===== config.mk =====
export PLATFORM = sky130hd
export DESIGN_NAME = p_out_serializer
export DESIGN_NICKNAME = d
export VERILOG_FILES = /design/src/rtl/dsp_pkg.sv /design/src/rtl/p_out_serializer.sv
export SDC_FILE = /design/constraint.sdc
export NUM_CORES = 1
export LEC_CHECK = 0
export ABC_AREA = 1
export CORE_ASPECT_RATIO = 0.7
export CORE_MARGIN = 2
export CORE_UTILIZATION = 45
export DETAILED_ROUTE_END_ITERATION = 8
export PLACE_DENSITY_LB_ADDON = 0.2
export SLEW_MARGIN = 10
export SYNTH_ARGS = -nofsm -noshare
export SYNTH_HDL_FRONTEND = slang
export SYNTH_SLANG_ARGS = --single-unit
export TNS_END_PERCENT = 20

===== constraint.sdc =====
create_clock -name clk -period 3.7 [get_ports clk]
set_clock_uncertainty 0.15 [all_clocks]
set_input_delay 1.11 -clock clk [delete_from_list [all_inputs] [get_ports clk]]
set_output_delay 1.11 -clock clk [all_outputs]
set_load 0.1 [all_outputs]

===== src/rtl/dsp_pkg.sv =====
// ============================================================================
//  Module      : dsp_pkg
//  Description : Shared types, constants and helpers for the DSP48A1-style
//                datapath blocks (serializer FSM states, default widths,
//                ceil-divide used to size word counts).
//  Revision    : 1.0  initial release
// ============================================================================
`default_nettype none

package dsp_pkg;

    // Default datapath widths: P register result and consumer bus word.
    localparam int P_W = 48;
    localparam int OPW = 18;

    // Serializer control states.
    typedef enum logic [0:0] {
        IDLE = 1'b0,
        SEND = 1'b1
    } state_t;

    // Integer ceiling division, used to size the number of output words.
    function automatic int ceil_div(input int a, input int b);
        return (a + b - 1) / b;
    endfunction

endpackage : dsp_pkg

`default_nettype wire


===== src/rtl/p_out_serializer.sv =====
// ============================================================================
//  Module      : p_out_serializer
//  Description : Readout end of the DSP datapath. Captures a P_WIDTH-bit
//                result and streams it as NWORDS words of W_WIDTH bits over
//                a valid/ready handshake, LSW or MSW first. A new result may
//                be loaded on the final transfer of the previous one, giving
//                gap-free back-to-back streaming.
//  Options     : define P_OUT_SERIALIZER_SIGN_EXT_EN to fill the padding bits
//                of the partial word with the result's sign bit instead of 0.
//  Revision    : 1.0  initial release
// ============================================================================
`default_nettype none

module p_out_serializer
    import dsp_pkg::*;
#(
    parameter int P_WIDTH   = P_W,
    parameter int W_WIDTH   = OPW,
    parameter int MSW_FIRST = 0
) (
    input  logic               clk,
    input  logic               rst,
    input  logic [P_WIDTH-1:0] p_in,
    input  logic               p_load,
    output logic               load_ready,
    output logic [W_WIDTH-1:0] dout,
    output logic               dout_valid,
    input  logic               dout_ready,
    output logic               dout_last,
    output logic               busy
);

    localparam int NWORDS = ceil_div(P_WIDTH, W_WIDTH);
    localparam int SR_W   = NWORDS * W_WIDTH;
    localparam int PAD_W  = SR_W - P_WIDTH;
    localparam int CNT_W  = (NWORDS > 1) ? $clog2(NWORDS) : 1;

    localparam logic [CNT_W-1:0] C_FIRST_CNT = CNT_W'(NWORDS - 1);
    localparam logic [CNT_W-1:0] C_CNT_ONE   = CNT_W'(1);

    state_t            r_state;
    state_t            w_state_nxt;
    logic [SR_W-1:0]   r_shift;
    logic [SR_W-1:0]   w_padded;
    logic [SR_W-1:0]   w_shifted;
    logic [CNT_W-1:0]  r_cnt;
    logic              w_xfer;
    logic              w_load_acc;
    logic              w_cnt_zero;

    // The counter holds the number of words still to go after the current one,
    // so the word on dout is final exactly when it reaches zero.
    assign w_cnt_zero = (r_cnt == '0);
    assign busy       = (r_state == SEND);
    assign dout_valid = busy;
    assign dout_last  = busy & w_cnt_zero;
    assign w_xfer     = dout_valid & dout_ready;

    // A load is taken when idle, or when the last word leaves this cycle.
    assign load_ready = (r_state == IDLE) | (dout_last & dout_ready);
    assign w_load_acc = p_load & load_ready;

    // Widen the captured result to a whole number of words.
    if (PAD_W == 0) begin : g_no_pad
        assign w_padded = p_in;
    end else begin : g_pad
        logic w_pad_bit;
`ifdef P_OUT_SERIALIZER_SIGN_EXT_EN
        assign w_pad_bit = p_in[P_WIDTH-1];
`else
        assign w_pad_bit = 1'b0;
`endif
        assign w_padded = {{PAD_W{w_pad_bit}}, p_in};
    end

    // Word order: dout is taken from the end of the shift register that
    // drains first, and the register moves toward that end on each transfer.
    if (MSW_FIRST != 0) begin : g_msw_first
        assign dout      = r_shift[SR_W-1 -: W_WIDTH];
        assign w_shifted = r_shift << W_WIDTH;
    end else begin : g_lsw_first
        assign dout      = r_shift[W_WIDTH-1:0];
        assign w_shifted = r_shift >> W_WIDTH;
    end

    // State register.
    always_ff @(posedge clk or posedge rst) begin
        if (rst) begin
            r_state <= IDLE;
        end else begin
            r_state <= w_state_nxt;
        end
    end

    // Next state: leave SEND only when the final word goes without a reload.
    always_comb begin
        w_state_nxt = r_state;
        case (r_state)
            IDLE: begin
                if (p_load) begin
                    w_state_nxt = SEND;
                end
            end
            SEND: begin
                if (w_xfer && w_cnt_zero && !p_load) begin
                    w_state_nxt = IDLE;
                end
            end
            default: begin
                w_state_nxt = IDLE;
            end
        endcase
    end

    // Shift register and word counter: capture on an accepted load, advance
    // on a non-final transfer, otherwise hold (backpressure and idle).
    always_ff @(posedge clk or posedge rst) begin
        if (rst) begin
            r_shift <= '0;
            r_cnt   <= '0;
        end else if (w_load_acc) begin
            r_shift <= w_padded;
            r_cnt   <= C_FIRST_CNT;
        end else if (w_xfer && !w_cnt_zero) begin
            r_shift <= w_shifted;
            r_cnt   <= r_cnt - C_CNT_ONE;
        end
    end

endmodule : p_out_serializer

`default_nettype wire


Yosys cells after proc, flatten, opt, wreduce, memory -nomap -nowiden
Index checks and enable logic that the tools add are counted.
Widths: inputs -> output; s select.
- register bits after elaboration: 57
- bitwise gates (word level): 6
- add/sub/neg operators: 1
- multiplexer cells: 7
- reduce and logical (&&, ||, !) cells: 7
- operators by type and width (operator ; count):
    $mux 54 ; 2
    $and 1x1->1 ; 4
    $mux 2 ; 2
    $logic_and 1x1->1 ; 3
    $logic_not 1->1 ; 2
    $logic_not 2->1 ; 1
    $mux 1 ; 2
    $pmux 1 s2 ; 1
    $reduce_bool 2->1 ; 1
    $sub 2x1->2 const B ; 1
    $not 1->1 ; 1
    $or 1x1->1 ; 1

Logic depth before layout (Yosys ltp)
- depth in word-level cells: 6
- mapped depth: 9
- mapped depth without buffers: 8

Worst setup path after synthesis
OpenSTA, ideal clock, no wires.
- kind: flip-flop to output port
- from: reg r_state (netlist: busy)
- to: out dout_last
- setup slack: 0.409 ns
- path buffers: 2
- stages on the path, launching flop included: 5
- arrival time: 2.031 ns
- cell sequence: dfrtp_1 buf_4 buf_2 nand2_1 inv_1
- cells in the longest elaborated chain, start to end: 1
- ends and longest elaborated chain (what ; RTL line ; source):
    start, declared ; p_out_serializer.sv:41 ; state_t r_state;
    start signal, assigned ; p_out_serializer.sv:91 ; r_state <= w_state_nxt;
    $and 1x1->1 ; p_out_serializer.sv:56 ; assign dout_last = busy & w_cnt_zero;
    end, declared ; p_out_serializer.sv:29 ; output logic dout_last,
No other way between the ends.

Final worst setup path
- from: in dout_ready
- to: out load_ready
- cells in the longest elaborated chain, start to end: 2
- ends and longest elaborated chain (what ; RTL line ; source):
    start, declared ; p_out_serializer.sv:28 ; input logic dout_ready,
    $and 1x1->1 ; p_out_serializer.sv:60 ; assign load_ready = (r_state == IDLE) | (dout_last & dout_ready);
    $or 1x1->1 ; p_out_serializer.sv:60 ;
    end, declared ; p_out_serializer.sv:25 ; output logic load_ready,
No other way between the ends.

==> run_results.csv <==
group,metric,value,unit
global_routing,grt_max_degree,82,
global_routing,grt-ovfl-total,0,
die,initial_core_util,46.3,%
sta,rsz0062_at_grt,"no",
cts,cts_hold_buffers,0,
pwr,power_frac_seq,30.3,%
cts,cts_root_buf,"clkbuf_8",
die,core_area,6190,um^2
placed_design,globalplace.congestion,0.795,
placed_design,hpwl,4.47,mm
layout,drive_above_1_share,11.2,%
pwr,power.density,891,nW/um^2
pwr,switching_share,54.2,%
die,die_h,70.8,um
min_path,min_path_type,"reg2reg",
logic_synthesis,syn_inst,355,
layout,antennaDiodeCount,0,
sta,setup_viol,0,
global_routing,grt_pass1_wl,11.3,mm
cts,cts_tree,"done",
die,die-area,7030,um^2
routing,drc,0,
routing,wl,6.65,mm
sta,max_freq,312,MHz
pwr,power_frac_clock,11.3,%
worst_setup_path,cp.required,2.44,ns
run_status,status,"finished clean",
routing,vias,2436,
sta,slew_headroom,65.9,%
layout,final_common_cell,"nand2_1",
pwr,power_switching,1680,uW
cts,path_clk_slew,0.09,ns
placed_design,place_area,3380,um^2
cts,clock_sinks,51,
routing,routed_via_density,5.17,
layout,nets,445,
global_routing,grt.total_usage,19.7,%
logic_synthesis,synth-seq-cells,51,
routing,dr.pass1.iters,4,
die,fp.dieW,99.4,um
sta,drv_slew,0,
logic_synthesis,ys_seq_area_share,44.5,%
cts,post_cts_buffers,0,
routing,wl_per_cell,14.1,um
layout,syn2layout_area_growth,21.5,%
worst_setup_path,cp.arrival,1.94,ns
sta,hold_viol_final,0,
logic_synthesis,yosys_warnings,0,
sta,tns,0,ns
pwr,ir_drop,0.355,mV
logic_synthesis,synth_cell_types,20,
worst_setup_path,critPathCaptureType,"output pin",
global_routing,grt_pass1_vias,2255,
layout,final_cell_mix,"nand2_1 (129), dfrtp_1 (51), clkdlybuf4s50_1 (51), nand3_1 (48)",
cts,clk_path_buf_depth,2,
cts,cts_htree_levels,2,
sta,whs,0.354,ns
logic_synthesis,synth-edff-count,0,
die,row_count,24,
routing,ant_nets,0,
worst_setup_path,worstSetupStartpointType,"primary input",
cts,numCtsBuffers,5,
logic_synthesis,syn-cell-area,2870,um^2
sta,fin_crit,3.20,ns
pwr,leakage,0.00178,uW
placed_design,io_buffers,73,
logic_synthesis,ys.flop_type,"dfrtp_1",
pwr,p_comb_share,58.4,%
logic_synthesis,synthArstFlopShare,100,%
layout,utilization,56.3,%
logic_synthesis,synthesis.nets,408,
logic_synthesis,syn_area_per_cell,8.07,um^2
global_routing,antenna_found_initial,0,
die,io_pins,74,
pwr,p_int,1420,uW
job,drv_cap,0,
layout,design_area,3480,um^2
routing,first_iter_violations,146,
worst_setup_path,crit_fanout,2,
worst_setup_path,path_class,"in2out",
cts,clk_latency,0.30,ns
sta,post-route-period-util,86.5,%
sta,tightest_slew,0.510,ns
cts,ctsResizeCount,0,
critical path: stages:
cell	delay, ns
clkdlybuf4s50_1	0.50
nand2_2	0.07
nand2_4	0.08
buf_12	0.18
Yosys cell counts (5+ instances only):
master	instances	area (um^2)
buf_6	5	56.3
inv_1	5	18.8
clkbuf_1	6	22.5
buf_2	13	65.1
nand2_1	129	484
nand4_1	30	188
nand3_1	49	245
buf_4	27	203
dfrtp_1	51	1280
nand3b_1	30	225
logic make-up (layout without fill, tap and decap cells):
family          count (synthesis)  after routing  synth area share, %
simple gates                  242            242                 41.3
buf+inv                        58             96                 13.1
flops                          51             51                 44.5
compound gates                  3              3                0.655
fa+ha+maj                       1              1                0.436
state kept, by name (all words and copies together), names as in the netlist:
name / count
busy: 1
r_cnt: 2
r_shift: 48
final cells by class:
type	instances	area [um^2]
fill	574	2700
timing repair buffer	81	761
multi-input combinational	246	1220
clock buffer	8	100
inverter	7	28.8
tap	78	97.6
sequential	51	1280
per-stage QoR:
| step | cells | power [uW] | worst slack (ns) |
|---|---|---|---|
| after floorplan | 355 | 2530 | 0.409 |
| after global placement | 463 | 2750 | 0.496 |
| after detailed placement | 463 | 2770 | 0.504 |
| after CTS | 471 | 3130 | 0.502 |
| after global routing | 471 | 3310 | 0.483 |
| final | 471 | 3100 | 0.500 |
per-layer routing:
layer  vias up  GRT usage (%)  part of all wire [%]  routed length, um
li1       1235              -                     -                  -
met1      1126           31.3                    51               3360
met2        73           27.9                    42               2800
met3         2           4.55                   7.1                470
met4         0           2.89                  0.29                 19
met5         -              0                     0                  0
final timing paths:
kind / slack, ns / depth (start not counted) / start / endpoint
max reg2reg: 1.39 / 7 / r_cnt[0]$_DFFE_PP0P_ / r_cnt[0]$_DFFE_PP0P_
min reg2reg: 0.35 / 2 / r_shift[47]$_DFFE_PP0P_ / r_shift[47]$_DFFE_PP0P_
min: 0.35 / 2 / r_shift[47]$_DFFE_PP0P_ / r_shift[47]$_DFFE_PP0P_
min in group asynchronous: 0.95 / 2 / rst / r_shift[35]$_DFFE_PP0P_
max: 0.50 / 4 / dout_ready / load_ready
max in group asynchronous: 1.88 / 3 / rst / r_shift[6]$_DFFE_PP0P_
power by group through the flow:
stage / sequential, uW / clock (uW) / combinational, uW
6_report: 940 / 351 / 1810
5_1_grt: 971 / 384 / 1960
4_1_cts: 938 / 364 / 1820
3_5_place_dp: 950 / 0 / 1820
3_3_place_gp: 943 / 0 / 1800
2_1_floorplan: 918 / 0 / 1620
(Power assumes the default switching activity.)
